--- config.mk ---
export PLATFORM = sky130hd
export DESIGN_NAME = i2c_bus_filter_flat
export DESIGN_NICKNAME = d
export VERILOG_FILES = /design/src/rtl/i2c_bus_filter_if.sv /design/src/rtl/i2c_bus_filter.sv /design/src/flat_wrapper.sv
export SDC_FILE = /design/constraint.sdc
export NUM_CORES = 1
export LEC_CHECK = 0
export CORE_ASPECT_RATIO = 0.5
export CORE_MARGIN = 3
export CORE_UTILIZATION = 25
export CTS_CLUSTER_SIZE = 14
export DETAILED_ROUTE_END_ITERATION = 16
export DONT_BUFFER_PORTS = 1
export PLACE_DENSITY = 0.43
export SKIP_LAST_GASP = 1
export SYNTH_ARGS = -nofsm -noshare
export SYNTH_HDL_FRONTEND = slang
export SYNTH_SLANG_ARGS = --single-unit
--- constraint.sdc ---
create_clock -name sysclk_i -period 2.8 [get_ports sysclk_i]
set_input_delay 0.84 -clock sysclk_i [delete_from_list [all_inputs] [get_ports sysclk_i]]
set_output_delay 0.84 -clock sysclk_i [all_outputs]
set_load 0.1 [all_outputs]
--- src/rtl/i2c_bus_filter_if.sv ---
// Bus-side signal bundle for the I2C input filter.
// No valid/ready pairs travel on this interface. scl_i/sda_i are raw
// asynchronous pad levels. scl_f_o/sda_f_o/busy_o are registered levels.
// scl_rise_o, scl_fall_o, start_o, stop_o and sample_o are one-cycle strobes
// with no back-pressure: a consumer that misses one has missed the event.
interface i2c_bus_filter_if;
  logic scl_i;
  logic sda_i;
  logic scl_f_o;
  logic sda_f_o;
  logic scl_rise_o;
  logic scl_fall_o;
  logic start_o;
  logic stop_o;
  logic busy_o;
  logic sample_o;

  // Pad / controller side: drives the raw lines, consumes filtered results.
  modport master (
    output scl_i, sda_i,
    input  scl_f_o, sda_f_o, scl_rise_o, scl_fall_o,
    input  start_o, stop_o, busy_o, sample_o
  );

  // Filter side: consumes raw lines, produces filtered levels and events.
  modport slave (
    input  scl_i, sda_i,
    output scl_f_o, sda_f_o, scl_rise_o, scl_fall_o,
    output start_o, stop_o, busy_o, sample_o
  );
endinterface

--- src/rtl/i2c_bus_filter.sv ---
// I2C pad input filter: synchronizes SCL/SDA, samples them every P cycles,
// takes a 3-sample majority vote, and derives SCL edges, START/STOP and busy.
module i2c_bus_filter #(
  parameter int DFSR_W = 16
) (
  input  logic              sysclk_i,
  input  logic              reset_i,
  input  logic              enable_i,
  input  logic [DFSR_W-1:0] dfsr_i,
  i2c_bus_filter_if.slave   bus
);

  // Bit [1] is the second synchronizer flop, the only value used downstream.
  logic [1:0]        scl_sync_q;
  logic [1:0]        sda_sync_q;
  logic [DFSR_W-1:0] cnt_q;
  logic [DFSR_W-1:0] reload_val;
  logic              sample_en;
  // The two previous samples; with the current synchronized value they form
  // the 3-sample window the majority vote looks at.
  logic [1:0]        scl_hist_q;
  logic [1:0]        sda_hist_q;
  logic              scl_maj;
  logic              sda_maj;
  logic              scl_f_q;
  logic              sda_f_q;
  logic              scl_rise_q;
  logic              scl_fall_q;
  logic              start_q;
  logic              stop_q;
  logic              busy_q;
  logic              sample_q;

  // Reload value P-1 where P = max(dfsr_i, 1); a counter value of 0 is a sample.
  always_comb begin
    reload_val = (dfsr_i == '0) ? '0 : dfsr_i - DFSR_W'(1);
    sample_en  = enable_i && (cnt_q == '0);
    scl_maj    = (scl_sync_q[1] & scl_hist_q[0]) | (scl_sync_q[1] & scl_hist_q[1])
               | (scl_hist_q[0] & scl_hist_q[1]);
    sda_maj    = (sda_sync_q[1] & sda_hist_q[0]) | (sda_sync_q[1] & sda_hist_q[1])
               | (sda_hist_q[0] & sda_hist_q[1]);
  end

  // Two-flop synchronizers for the asynchronous pad inputs.
  always_ff @(posedge sysclk_i) begin
    if (reset_i) begin
      scl_sync_q <= 2'b11;
      sda_sync_q <= 2'b11;
    end else begin
      scl_sync_q <= {scl_sync_q[0], bus.scl_i};
      sda_sync_q <= {sda_sync_q[0], bus.sda_i};
    end
  end

  // Sample-period down-counter; dfsr_i is only looked at when reloading.
  always_ff @(posedge sysclk_i) begin
    if (reset_i || !enable_i) begin
      cnt_q <= reload_val;
    end else if (cnt_q == '0) begin
      cnt_q <= reload_val;
    end else begin
      cnt_q <= cnt_q - DFSR_W'(1);
    end
  end

  // Majority filter plus edge / condition detection, all on the sample edge.
  always_ff @(posedge sysclk_i) begin
    if (reset_i || !enable_i) begin
      scl_hist_q <= 2'b11;
      sda_hist_q <= 2'b11;
      scl_f_q    <= 1'b1;
      sda_f_q    <= 1'b1;
      scl_rise_q <= 1'b0;
      scl_fall_q <= 1'b0;
      start_q    <= 1'b0;
      stop_q     <= 1'b0;
      sample_q   <= 1'b0;
    end else begin
      sample_q   <= sample_en;
      scl_rise_q <= sample_en && scl_maj && !scl_f_q;
      scl_fall_q <= sample_en && !scl_maj && scl_f_q;
      // SCL must be high both before and after the sample, which also rules
      // out a condition when SCL and SDA move on the same sample.
      start_q    <= sample_en && scl_f_q && scl_maj && sda_f_q && !sda_maj;
      stop_q     <= sample_en && scl_f_q && scl_maj && !sda_f_q && sda_maj;
      if (sample_en) begin
        scl_hist_q <= {scl_hist_q[0], scl_sync_q[1]};
        sda_hist_q <= {sda_hist_q[0], sda_sync_q[1]};
        scl_f_q    <= scl_maj;
        sda_f_q    <= sda_maj;
      end
    end
  end

  // Bus busy flag follows the registered START/STOP pulses by one cycle.
  always_ff @(posedge sysclk_i) begin
    if (reset_i || !enable_i) begin
      busy_q <= 1'b0;
    end else if (start_q) begin
      busy_q <= 1'b1;
    end else if (stop_q) begin
      busy_q <= 1'b0;
    end
  end

  assign bus.scl_f_o    = scl_f_q;
  assign bus.sda_f_o    = sda_f_q;
  assign bus.scl_rise_o = scl_rise_q;
  assign bus.scl_fall_o = scl_fall_q;
  assign bus.start_o    = start_q;
  assign bus.stop_o     = stop_q;
  assign bus.busy_o     = busy_q;
  assign bus.sample_o   = sample_q;

endmodule

--- src/flat_wrapper.sv ---
// flat-port wrapper written by rule: the top's interface ports become plain ports
module i2c_bus_filter_flat 
#(
  parameter int DFSR_W = 16
)
  (sysclk_i, reset_i, enable_i, dfsr_i, bus_scl_i, bus_sda_i, bus_scl_f_o, bus_sda_f_o, bus_scl_rise_o, bus_scl_fall_o, bus_start_o, bus_stop_o, bus_busy_o, bus_sample_o);
  i2c_bus_filter_if bus_i ();
  input  logic sysclk_i;
  input  logic reset_i;
  input  logic enable_i;
  input  logic [DFSR_W-1:0] dfsr_i;
  input wire logic [$bits(bus_i.scl_i)-1:0] bus_scl_i;
  input wire logic [$bits(bus_i.sda_i)-1:0] bus_sda_i;
  output wire logic [$bits(bus_i.scl_f_o)-1:0] bus_scl_f_o;
  output wire logic [$bits(bus_i.sda_f_o)-1:0] bus_sda_f_o;
  output wire logic [$bits(bus_i.scl_rise_o)-1:0] bus_scl_rise_o;
  output wire logic [$bits(bus_i.scl_fall_o)-1:0] bus_scl_fall_o;
  output wire logic [$bits(bus_i.start_o)-1:0] bus_start_o;
  output wire logic [$bits(bus_i.stop_o)-1:0] bus_stop_o;
  output wire logic [$bits(bus_i.busy_o)-1:0] bus_busy_o;
  output wire logic [$bits(bus_i.sample_o)-1:0] bus_sample_o;
  assign bus_i.scl_i = bus_scl_i;
  assign bus_i.sda_i = bus_sda_i;
  assign bus_scl_f_o = bus_i.scl_f_o;
  assign bus_sda_f_o = bus_i.sda_f_o;
  assign bus_scl_rise_o = bus_i.scl_rise_o;
  assign bus_scl_fall_o = bus_i.scl_fall_o;
  assign bus_start_o = bus_i.start_o;
  assign bus_stop_o = bus_i.stop_o;
  assign bus_busy_o = bus_i.busy_o;
  assign bus_sample_o = bus_i.sample_o;
  i2c_bus_filter #(.DFSR_W(DFSR_W)) u_core (.sysclk_i(sysclk_i), .reset_i(reset_i), .enable_i(enable_i), .dfsr_i(dfsr_i), .bus(bus_i));
endmodule
==> impl_metrics.py, run 1 <==
metrics = {
    "die": {
        "die_w_um": 120,
        "fp.dieArea_mm2": 0.00760,
        "die_height_um": 63.1,
        "core_area_mm2": 0.00618,
        "io_pins": 29,
        "start_util_pct": 26.4,
        "fp-row-count": 20,
    },
    "cells_and_area": {
        "final_cells": 278,
        "drive_above_1_share_pct": 19.5,
        "antenna_cells": 0,
        "fin_nets": 213,
        "area_growth_pct": 21.1,
        "fillers": 642,
    },
    "yosys": {
        "synth_edf_count": 0,
        "synth_area_mm2": 0.00163,
        "synthFlopType": "dfxtp_1",
        "yosys.area.top_type": "dfxtp_1",
        "synth_top_area_share_pct": 39.2,
        "netlist_top_cells_area": "dfxtp_1, xnor2_1, xor2_1",
        "async_flop_share_pct": 0,
        "synthCells": 173,
        "yosysUniqueCellTypes": 40,
        "ys_seq_elements": 32,
        "synth-seq-area-share_pct": 39.2,
        "synth_nets": 197,
        "synth_warnings": 0,
        "avgSynthCellArea_um2": 9.44,
    },
    "timing": {
        "finalSetupViolCount": 0,
        "worst_slack_ns": 0.788,
        "clock.fmax_mhz": 497,
        "max_slew.worst_pin.slew_ns": 0.462,
        "hold_viol_final": 0,
        "setup_tns_ns": 0,
        "rsz0062_at_grt": "false",
        "period_needed_ns": 2.01,
        "holdWs_ns": 0.408,
        "maxSlewViolCount": 0,
        "finalClockSkew_ns": 0.00486,
        "max_slew_margin_pct": 68.9,
        "fin_crit_sh_pct": 71.9,
    },
    "global_routing": {
        "grt_pass1_vias": 1247,
        "grt_first_pass_wirelength_um": 6110,
        "grt_usage_pct": 10.1,
        "antenna_found_initial": 0,
        "grt_overflow": 0,
        "grt_max_degree": 15,
    },
    "clock_tree": {
        "numClockSinks": 32,
        "cts.hold.buffers_added": 0,
        "cts_resized": 0,
        "cts_tree": "done",
        "clock_path_buffers": 2,
        "cts_root_buffer": "clkbuf_16",
        "clk_latency_ns": 0.27,
        "postCtsSetupBuffers": 0,
        "htree_levels": 2,
        "cts_buffers": 5,
        "clkSlewWorstSetupHoldPaths_ns": 0.06,
    },
    "routing": {
        "drc_errors": 0,
        "ant_nets": 0,
        "drt_iter0_markers": 42,
        "wl_um": 3460,
        "num_vias": 1245,
        "dr.pass1.iters": 4,
        "wl_per_cell_um": 12.4,
        "viasPerCell": 4.48,
    },
    "critical_path": {
        "max_stage_delay_ns": 0.47,
        "reg2reg_depth": 5,
        "worst-setup-path-type": "reg2reg",
        "r2r-start": "u_core.cnt_q[7]",
        "path_max_fanout": 14,
        "rrSetupSlack_ns": 0.79,
        "critPathCaptureType": "flop",
        "start_kind": "flop",
        "crit_chain": "nor4_1 > nand2_2 > o21ai_4 > nand2_4 > o22ai_1",
        "required_ns": 3.00,
        "crit_slowest_cell": "nor4_1",
        "worst_r2r_endpoint": "u_core.cnt_q[3]",
        "worstPathArrival_ns": 2.21,
    },
    "placed_design": {
        "portBuffers": 0,
        "gp_congestion": 0.699,
        "dpl_worst_slack_ns": 0.499,
        "dpl.cell_count": 270,
        "place_hpwl_um": 2610,
    },
    "power_and_ir_drop": {
        "power_frac_clock_pct": 49.9,
        "p_sw_share_pct": 23.3,
        "p_leak_nw": 0.668,
        "p_per_area_mw_per_mm2": 632,
        "power_mw": 1.25,
        "p_sw_mw": 0.292,
        "combPwrFrac_pct": 9.0,
        "power.internal_mw": 0.959,
        "p_seq_share_pct": 41.2,
        "ir_drop_v": 0.000259,
    },
    "job": {
        "max_cap_viol_count": 0,
    },
    "min_path": {
        "hold_path_class": "reg2reg",
        "min_to": "u_core.scl_sync_q[1]",
        "hp-start": "u_core.scl_sync_q[0]",
        "hold_depth": 1,
    },
    "run_status": {
        "status": "finished clean",
    },
}
==> metrics by stage <==
step	utilization (%)	cell area [µm²]
finish	32.0	1980
global route	32.0	1980
CTS	32.0	1980
detailed placement	29.3	1810
global placement	29.3	1810
floorplan	-	1630
==> metal layers <==
layer | up-vias | global-route usage (%) | share of wire, %
met1 | 565 | 14.4 | 55
li1 | 647 | - | -
met5 | - | 0 | 0
met2 | 29 | 13.8 | 37
met4 | 0 | 2.97 | 1.2
met3 | 4 | 4.30 | 7.1
==> worst max-delay path, delay by kind of cell (launching register included) <==
kind,cells,cell delay (ns)
AND/OR/NAND/NOR,3,0.95
AO/OA/AOI/OAI,2,0.63
flip-flops,1,0.35
==> area by class of cell <==
class | count | area, µm² | share of cell area (%)
clock inverter | 3 | 42.5 | 2.15
multi-input combinational | 133 | 951 | 48.1
inverter | 5 | 18.8 | 0.949
clock buffer | 5 | 125 | 6.33
timing repair buffer | 12 | 90.1 | 4.55
sequential | 32 | 641 | 32.4
tap | 88 | 110 | 5.57
==> cells in the mapped netlist, types with 3 or more instances <==
library cell / count
dfxtp_1: 32
ha_1: 3
inv_1: 5
nand2_1: 16
nand3_1: 6
nor2_1: 13
nor2b_1: 3
nor3_1: 5
nor3b_1: 4
nor4_1: 5
o21ai_0: 6
o22ai_1: 9
o22ai_2: 5
or2_2: 4
or4_1: 4
xnor2_1: 15
xor2_1: 11
==> sequential cells by signal, indices dropped and copies added, names as in the netlist <==
name                   count
u_core.bus.busy_o          1
u_core.bus.sample_o        1
u_core.bus.scl_f_o         1
u_core.bus.scl_fall_o      1
u_core.bus.scl_rise_o      1
u_core.bus.sda_f_o         1
u_core.bus.start_o         1
u_core.bus.stop_o          1
u_core.cnt_q              16
u_core.scl_hist_q          2
u_core.scl_sync_q          2
u_core.sda_hist_q          2
u_core.sda_sync_q          2
==> worst max-delay path by stage <==
stage                          startpoint               end  cells past startpoint
after floorplan                 dfsr_i[0]  u_core.cnt_q[10]                      7
after global placement          dfsr_i[0]  u_core.cnt_q[12]                      8
after detailed placement        dfsr_i[0]  u_core.cnt_q[12]                      8
after CTS                 u_core.cnt_q[7]   u_core.cnt_q[7]                      5
after global routing      u_core.cnt_q[7]   u_core.cnt_q[5]                      5
final                     u_core.cnt_q[7]   u_core.cnt_q[3]                      5
==> placed cells by master, fill, tap and decap left out, types with 2 or more instances in the layout <==
master and instances:
a21oi_1 2, maj3_1 2, nand3_1 6, nor3b_1 4, o21ai_0 6, buf_4 12, mux2i_1 2, nor2b_1 3
ha_1 3, nor4b_1 2, xnor2_1 15, or2_2 4, or4_1 4, nor3_1 5, inv_1 5, o22ai_2 5
nor2_1 13, o22ai_1 9, nor4_1 5, dfxtp_1 32, xor2_1 11, nand2_1 16, clkbuf_16 5
==> logic make-up after synthesis <==
group / count (synthesis) / synth area share (%)
and+or+nand+nor: 74 / 27.1
DFF: 32 / 39.2
xor gates and xnor gates: 26 / 13.9
AOI/OAI and AO/OA: 25 / 11.7
buffers and inverters: 8 / 2.53
adders and majority gates: 5 / 3.53
muxes: 3 / 1.92
==> power groups by stage <==
stage | sequential, mW | combinational (mW) | clock [mW]
finish | 0.515 | 0.112 | 0.623
global route | 0.520 | 0.127 | 0.661
CTS | 0.515 | 0.113 | 0.639
detailed placement | 0.524 | 0.112 | 0
global placement | 0.525 | 0.113 | 0
floorplan | 0.518 | 0.0947 | 0
Note: power is estimated with default switching activity, not from simulation.
==> inputs of run 2 (changes only) <==
- clock period: 2.8 -> 1.9 ns (I/O delays scaled with it)
==> run 2 against run 1 <==
Against the previous run: global-route usage up 0.31 points; count of clock-buffer cells in the layout grew 3; sequential power rose by 47%; cell area is 3.2% higher; worst hold slack got worse by 0.024 ns; utilization grew 1.0 points; sequential share of layout area decreased by 0.99 points; critical path type unchanged.
==> impl_metrics.py, run 2 (synthesis results as in run 1) <==
metrics = {
    "run_status": {
        "status": "finished clean",
    },
    "cells_and_area": {
        "largest_register": "u_core.cnt_q",
        "drive_above_1_share_pct": 22.7,
        "fin_nets": 221,
        "antenna_cells": 0,
        "layout_commonest_cell": "dfxtp_1",
        "largest_reg_flops": 16,
        "area_growth_pct": 25.0,
        "final_cell_mix": "dfxtp_1, buf_4, nand2_1, xnor2_1, nor2_1",
        "fillers": 657,
        "fin_util_pct": 33.0,
    },
    "global_routing": {
        "grt_overflow": 0,
        "grt_first_pass_wirelength_um": 6150,
        "grt_usage_pct": 10.5,
        "antenna_found_initial": 0,
        "grt_pass1_vias": 1318,
        "grt_max_degree": 18,
    },
    "routing": {
        "drc_errors": 0,
        "wl_per_cell_um": 12.8,
        "drt_iter0_markers": 81,
        "dr.pass1.iters": 4,
        "viasPerCell": 4.57,
        "ant_nets": 0,
        "wl_um": 3670,
        "num_vias": 1306,
    },
    "timing": {
        "maxSlewViolCount": 0,
        "max_slew_margin_pct": 74.6,
        "clock.fmax_mhz": 565,
        "worst_slack_ns": 0.131,
        "rsz0062_at_grt": "false",
        "fin_crit_sh_pct": 93.1,
        "max_slew.worst_pin.slew_ns": 0.378,
        "hold_viol_final": 0,
        "period_needed_ns": 1.77,
        "finalClockSkew_ns": 0.00446,
        "finalSetupViolCount": 0,
    },
    "placed_design": {
        "portBuffers": 0,
        "dpl_worst_slack_ns": -0.0836,
        "gp_congestion": 0.826,
        "place_hpwl_um": 2760,
    },
    "power_and_ir_drop": {
        "p_per_area_mw_per_mm2": 854,
        "ir_drop_v": 0.000255,
        "power.internal_mw": 1.33,
        "p_sw_mw": 0.412,
        "p_leak_nw": 0.706,
        "p_sw_share_pct": 23.6,
        "power_mw": 1.74,
        "power_frac_clock_pct": 46.1,
        "combPwrFrac_pct": 10.4,
        "p_seq_share_pct": 43.5,
    },
    "die": {
        "start_util_pct": 26.4,
        "die_w_um": 120,
        "fp.dieArea_mm2": 0.00760,
        "fp-row-count": 20,
        "core_area_mm2": 0.00618,
        "die_height_um": 63.1,
        "io_pins": 29,
    },
    "min_path": {
        "hold_path_class": "in2reg",
    },
    "critical_path": {
        "crit_slowest_cell": "or4_1",
        "crit_buf_inv": 0,
        "required_ns": 2.06,
        "crit_chain": "or4_1 > nor3_1 > nor3b_1 > xnor2_1 > mux2i_1",
        "max_stage_delay_ns": 0.60,
        "worst-setup-path-type": "reg2reg",
        "critPathTopFamily": "simple AND/OR/NAND/NOR gates",
        "path_max_fanout": 6,
        "critPathCaptureType": "flop",
        "worstPathArrival_ns": 1.93,
        "start_kind": "flop",
    },
    "clock_tree": {
        "cts_root_buffer": "clkbuf_16",
        "htree_levels": 2,
        "clkSlewWorstSetupHoldPaths_ns": 0.05,
        "cts_buffers": 5,
        "clock_path_buffers": 2,
        "numClockSinks": 32,
        "cts_tree": "done",
        "clk_latency_ns": 0.28,
    },
    "job": {
        "max_cap_viol_count": 0,
    },
}
==> run 2: cell types whose count changed in the layout (fill, tap and decap cells not counted), sizes merged <==
cell | previous run | this run
buf | 12 | 20
bufinv | 1 | 0
clkbuf | 5 | 8
clkinv | 1 | 0
clkinvlp | 1 | 0
==> run 2: power by group through the flow <==
stage	registers, mW	clock network, mW	logic, mW
after floorplan	0.764	0	0.140
after global placement	0.770	0	0.181
after detailed placement	0.771	0	0.178
after CTS	0.757	0.828	0.180
after global routing	0.763	0.861	0.202
final	0.758	0.804	0.181
==> run 2: path summary, 6_finish.rpt <==
check                  startpoint              endpoint  slack, ns  cells past startpoint
max               u_core.cnt_q[7]      u_core.cnt_q[14]       0.13                      5
min                     dfsr_i[0]       u_core.cnt_q[0]       0.38                      1
max reg2reg       u_core.cnt_q[7]      u_core.cnt_q[14]       0.13                      5
min reg2reg  u_core.sda_sync_q[0]  u_core.sda_sync_q[1]       0.40                      1
==> run 2: layout make-up <==
| type | instances | area [µm²] | share of cell area, % |
|---|---|---|---|
| flip-flops and latches | 32 | 641 | 31.4 |
| clock buffers | 8 | 146 | 7.17 |
| multi-input cells | 133 | 962 | 47.1 |
| inverters | 5 | 18.8 | 0.920 |
| repair buffers | 20 | 163 | 7.97 |
| well taps | 88 | 110 | 5.40 |
==> run 2: worst register-to-register path, stage by stage (launching register included) <==
cell and delay, ns:
dfxtp_1 0.36, or4_1 0.60, nor3_1 0.20, nor3b_1 0.26, xnor2_1 0.15, mux2i_1 0.08
==> run 2: metal layers <==
| layer | track usage [%] | wire (µm) |
|---|---|---|
| met5 | 0 | 0 |
| met4 | 5.51 | 95 |
| met3 | 4.48 | 294 |
| met2 | 14.0 | 1440 |
| met1 | 14.1 | 1840 |
==> run 2: repair_timing <==
item                                    4_1_cts  5_1_grt
hold buffers                                  0        0
resized for setup                             0        1
setup buffers                                 0        1
endpoints found under the setup margin        0        3
==> run 2: stage by stage <==
stage	instance area, µm²	instances	TNS (ns)	hold WS, ns
3_5_place_dp	1880	277	-0.211	0.396
3_3_place_gp	1880	277	-0.115	0.396
4_1_cts	2030	285	0	0.374
6_report	2040	286	0	0.384
5_1_grt	2040	286	0	0.371
2_1_floorplan	1640	173	0	0.389
==> inputs of run 3 (changes only) <==
- PLACE_DENSITY: 0.43 -> 0.45
- clock period: 1.9 -> 1.45 ns (I/O delays scaled with it)
==> run 3 against run 2 <==
Against the previous run: the run now ends with negative setup slack left; via count rose by 8.0%; die area did not move; wire length rose by 7.7%; total power rose by 40%; global-route usage rose by 0.36 points; register-to-register slack got worse by 0.32 ns; flip-flop and latch count did not move; worst hold slack got worse by 0.13 ns; first-iteration DRC count fell by 33%.
==> impl_metrics.py, run 3 (synthesis results as in run 1) <==
metrics = {
    "placed_design": {
        "dpl_worst_slack_ns": -0.294,
        "place_area_mm2": 0.00215,
        "place_hpwl_um": 2900,
        "gp_congestion": 0.781,
        "portBuffers": 0,
        "dpl.cell_count": 297,
    },
    "routing": {
        "wl_um": 3950,
        "num_vias": 1410,
        "met2_length_um": 1700,
        "dr.pass1.iters": 4,
        "met3_length_um": 270,
        "m1WireLength_um": 1910,
        "drt_iter0_markers": 54,
        "viasPerCell": 4.49,
        "wl_per_cell_um": 12.6,
        "ant_nets": 0,
        "top_layer": "met4",
        "drc_errors": 0,
    },
    "timing": {
        "worst_slack_ns": -0.186,
        "clock.fmax_mhz": 611,
        "max_slew.worst_pin.slew_ns": 0.308,
        "max_slew_margin_pct": 79.3,
        "finalClockSkew_ns": 0.00230,
        "setup_tns_ns": -2.86,
        "period_needed_ns": 1.64,
        "holdWs_ns": 0.258,
        "rsz0062_at_grt": "true",
        "fin_crit_sh_pct": 113,
        "finalSetupViolCount": 23,
        "hold_viol_final": 0,
        "maxSlewViolCount": 0,
    },
    "cells_and_area": {
        "largest_register": "u_core.cnt_q",
        "design_area_mm2": 0.00258,
        "drive_above_1_share_pct": 49.1,
        "layout_commonest_cell": "buf_4",
        "antenna_cells": 0,
        "area_growth_pct": 57.9,
        "final_cell_mix": "buf_4, dfxtp_1, xnor2_1, nand2_1, o22ai_2",
        "final_cells": 314,
        "fillers": 608,
        "largest_reg_flops": 16,
        "fin_nets": 249,
    },
    "die": {
        "die_height_um": 63.1,
        "die_w_um": 120,
        "fp-row-count": 20,
        "start_util_pct": 26.4,
        "core_area_mm2": 0.00618,
        "fp.dieArea_mm2": 0.00760,
        "io_pins": 29,
    },
    "critical_path": {
        "crit_chain": "nor4_4 > buf_4 > nand3_4 > o21ai_4 > buf_6 > buf_8 > o22ai_2",
        "rrSetupSlack_ns": -0.19,
        "r2r-start": "u_core.cnt_q[5]",
        "crit_buf_inv": 3,
        "critPathCaptureType": "flop",
        "path_max_fanout": 6,
        "reg2reg_depth": 7,
        "worstPathArrival_ns": 1.79,
        "start_kind": "flop",
        "worst-setup-path-type": "reg2reg",
        "required_ns": 1.61,
        "max_stage_delay_ns": 0.33,
        "worst_r2r_endpoint": "u_core.cnt_q[15]",
        "critPathTopFamily": "buffers and inverters",
        "crit_slowest_cell": "dfxtp_2",
    },
    "clock_tree": {
        "clk_latency_ns": 0.27,
        "cts_tree": "done",
        "cts_buffers": 5,
        "clkSlewWorstSetupHoldPaths_ns": 0.05,
        "cts.hold.buffers_added": 0,
        "htree_levels": 2,
        "clock_path_buffers": 2,
        "cts_root_buffer": "clkbuf_16",
        "numClockSinks": 32,
    },
    "min_path": {
        "hp-start": "dfsr_i[0]",
        "min_to": "u_core.cnt_q[0]",
        "hold_depth": 1,
        "hold_path_class": "in2reg",
    },
    "global_routing": {
        "antenna_found_initial": 0,
        "grt_overflow": 0,
        "grt_max_degree": 11,
        "grt_first_pass_wirelength_um": 6500,
        "grt_pass1_vias": 1448,
        "grt_usage_pct": 10.8,
    },
    "power_and_ir_drop": {
        "p_leak_nw": 0.940,
        "ir_drop_v": 0.000448,
        "p_per_area_mw_per_mm2": 944,
    },
    "job": {
        "max_cap_viol_count": 0,
    },
    "run_status": {
        "violations": "negative setup slack",
        "status": "complete, but fails checks",
    },
}
run 3: metrics by stage:
step           util, %  total power [mW]
2_1_floorplan        -              1.20
3_3_place_gp      34.7              1.33
3_5_place_dp      34.7              1.33
4_1_cts           38.9              2.42
5_1_grt           41.7              2.54
6_report          41.7              2.44
run 3: report_power, final:
part	switching (mW)	leakage, nW	internal [mW]
registers	0.0446	0.266	0.937
logic	0.181	0.603	0.235
clock network	0.354	0.0712	0.683
run 3: cell type report:
class	count	area, µm²	area share (%)
inverter	5	36.3	1.41
tap	88	110	4.27
timing repair buffer	47	439	17.0
clock buffer	8	146	5.68
sequential	32	648	25.1
multi-input combinational	134	1200	46.5
run 3: how the worst max path moves through the flow:
stage                     from                to  slack, ns  cells past startpoint
5_1_grt        u_core.cnt_q[5]   u_core.cnt_q[3]      -0.25                      7
4_1_cts        u_core.cnt_q[5]  u_core.cnt_q[10]      -0.19                      5
6_report       u_core.cnt_q[5]  u_core.cnt_q[15]      -0.19                      7
3_3_place_gp         dfsr_i[0]  u_core.cnt_q[12]      -0.28                      7
2_1_floorplan        dfsr_i[0]  u_core.cnt_q[10]      -0.21                      7
3_5_place_dp         dfsr_i[0]  u_core.cnt_q[10]      -0.29                      7
run 3: what timing repair did:
action,4_1_cts,5_1_grt
buffers inserted,4,3
setup endpoints to repair,26,26
gates cloned,2,0
pin swaps,7,14
resized for setup,11,37
run 3: routing by layer:
layer,global-route usage (%),up-vias
met5,0,-
met3,4.04,7
met2,16.1,39
met1,14.2,645
met4,4.24,0
li1,-,719
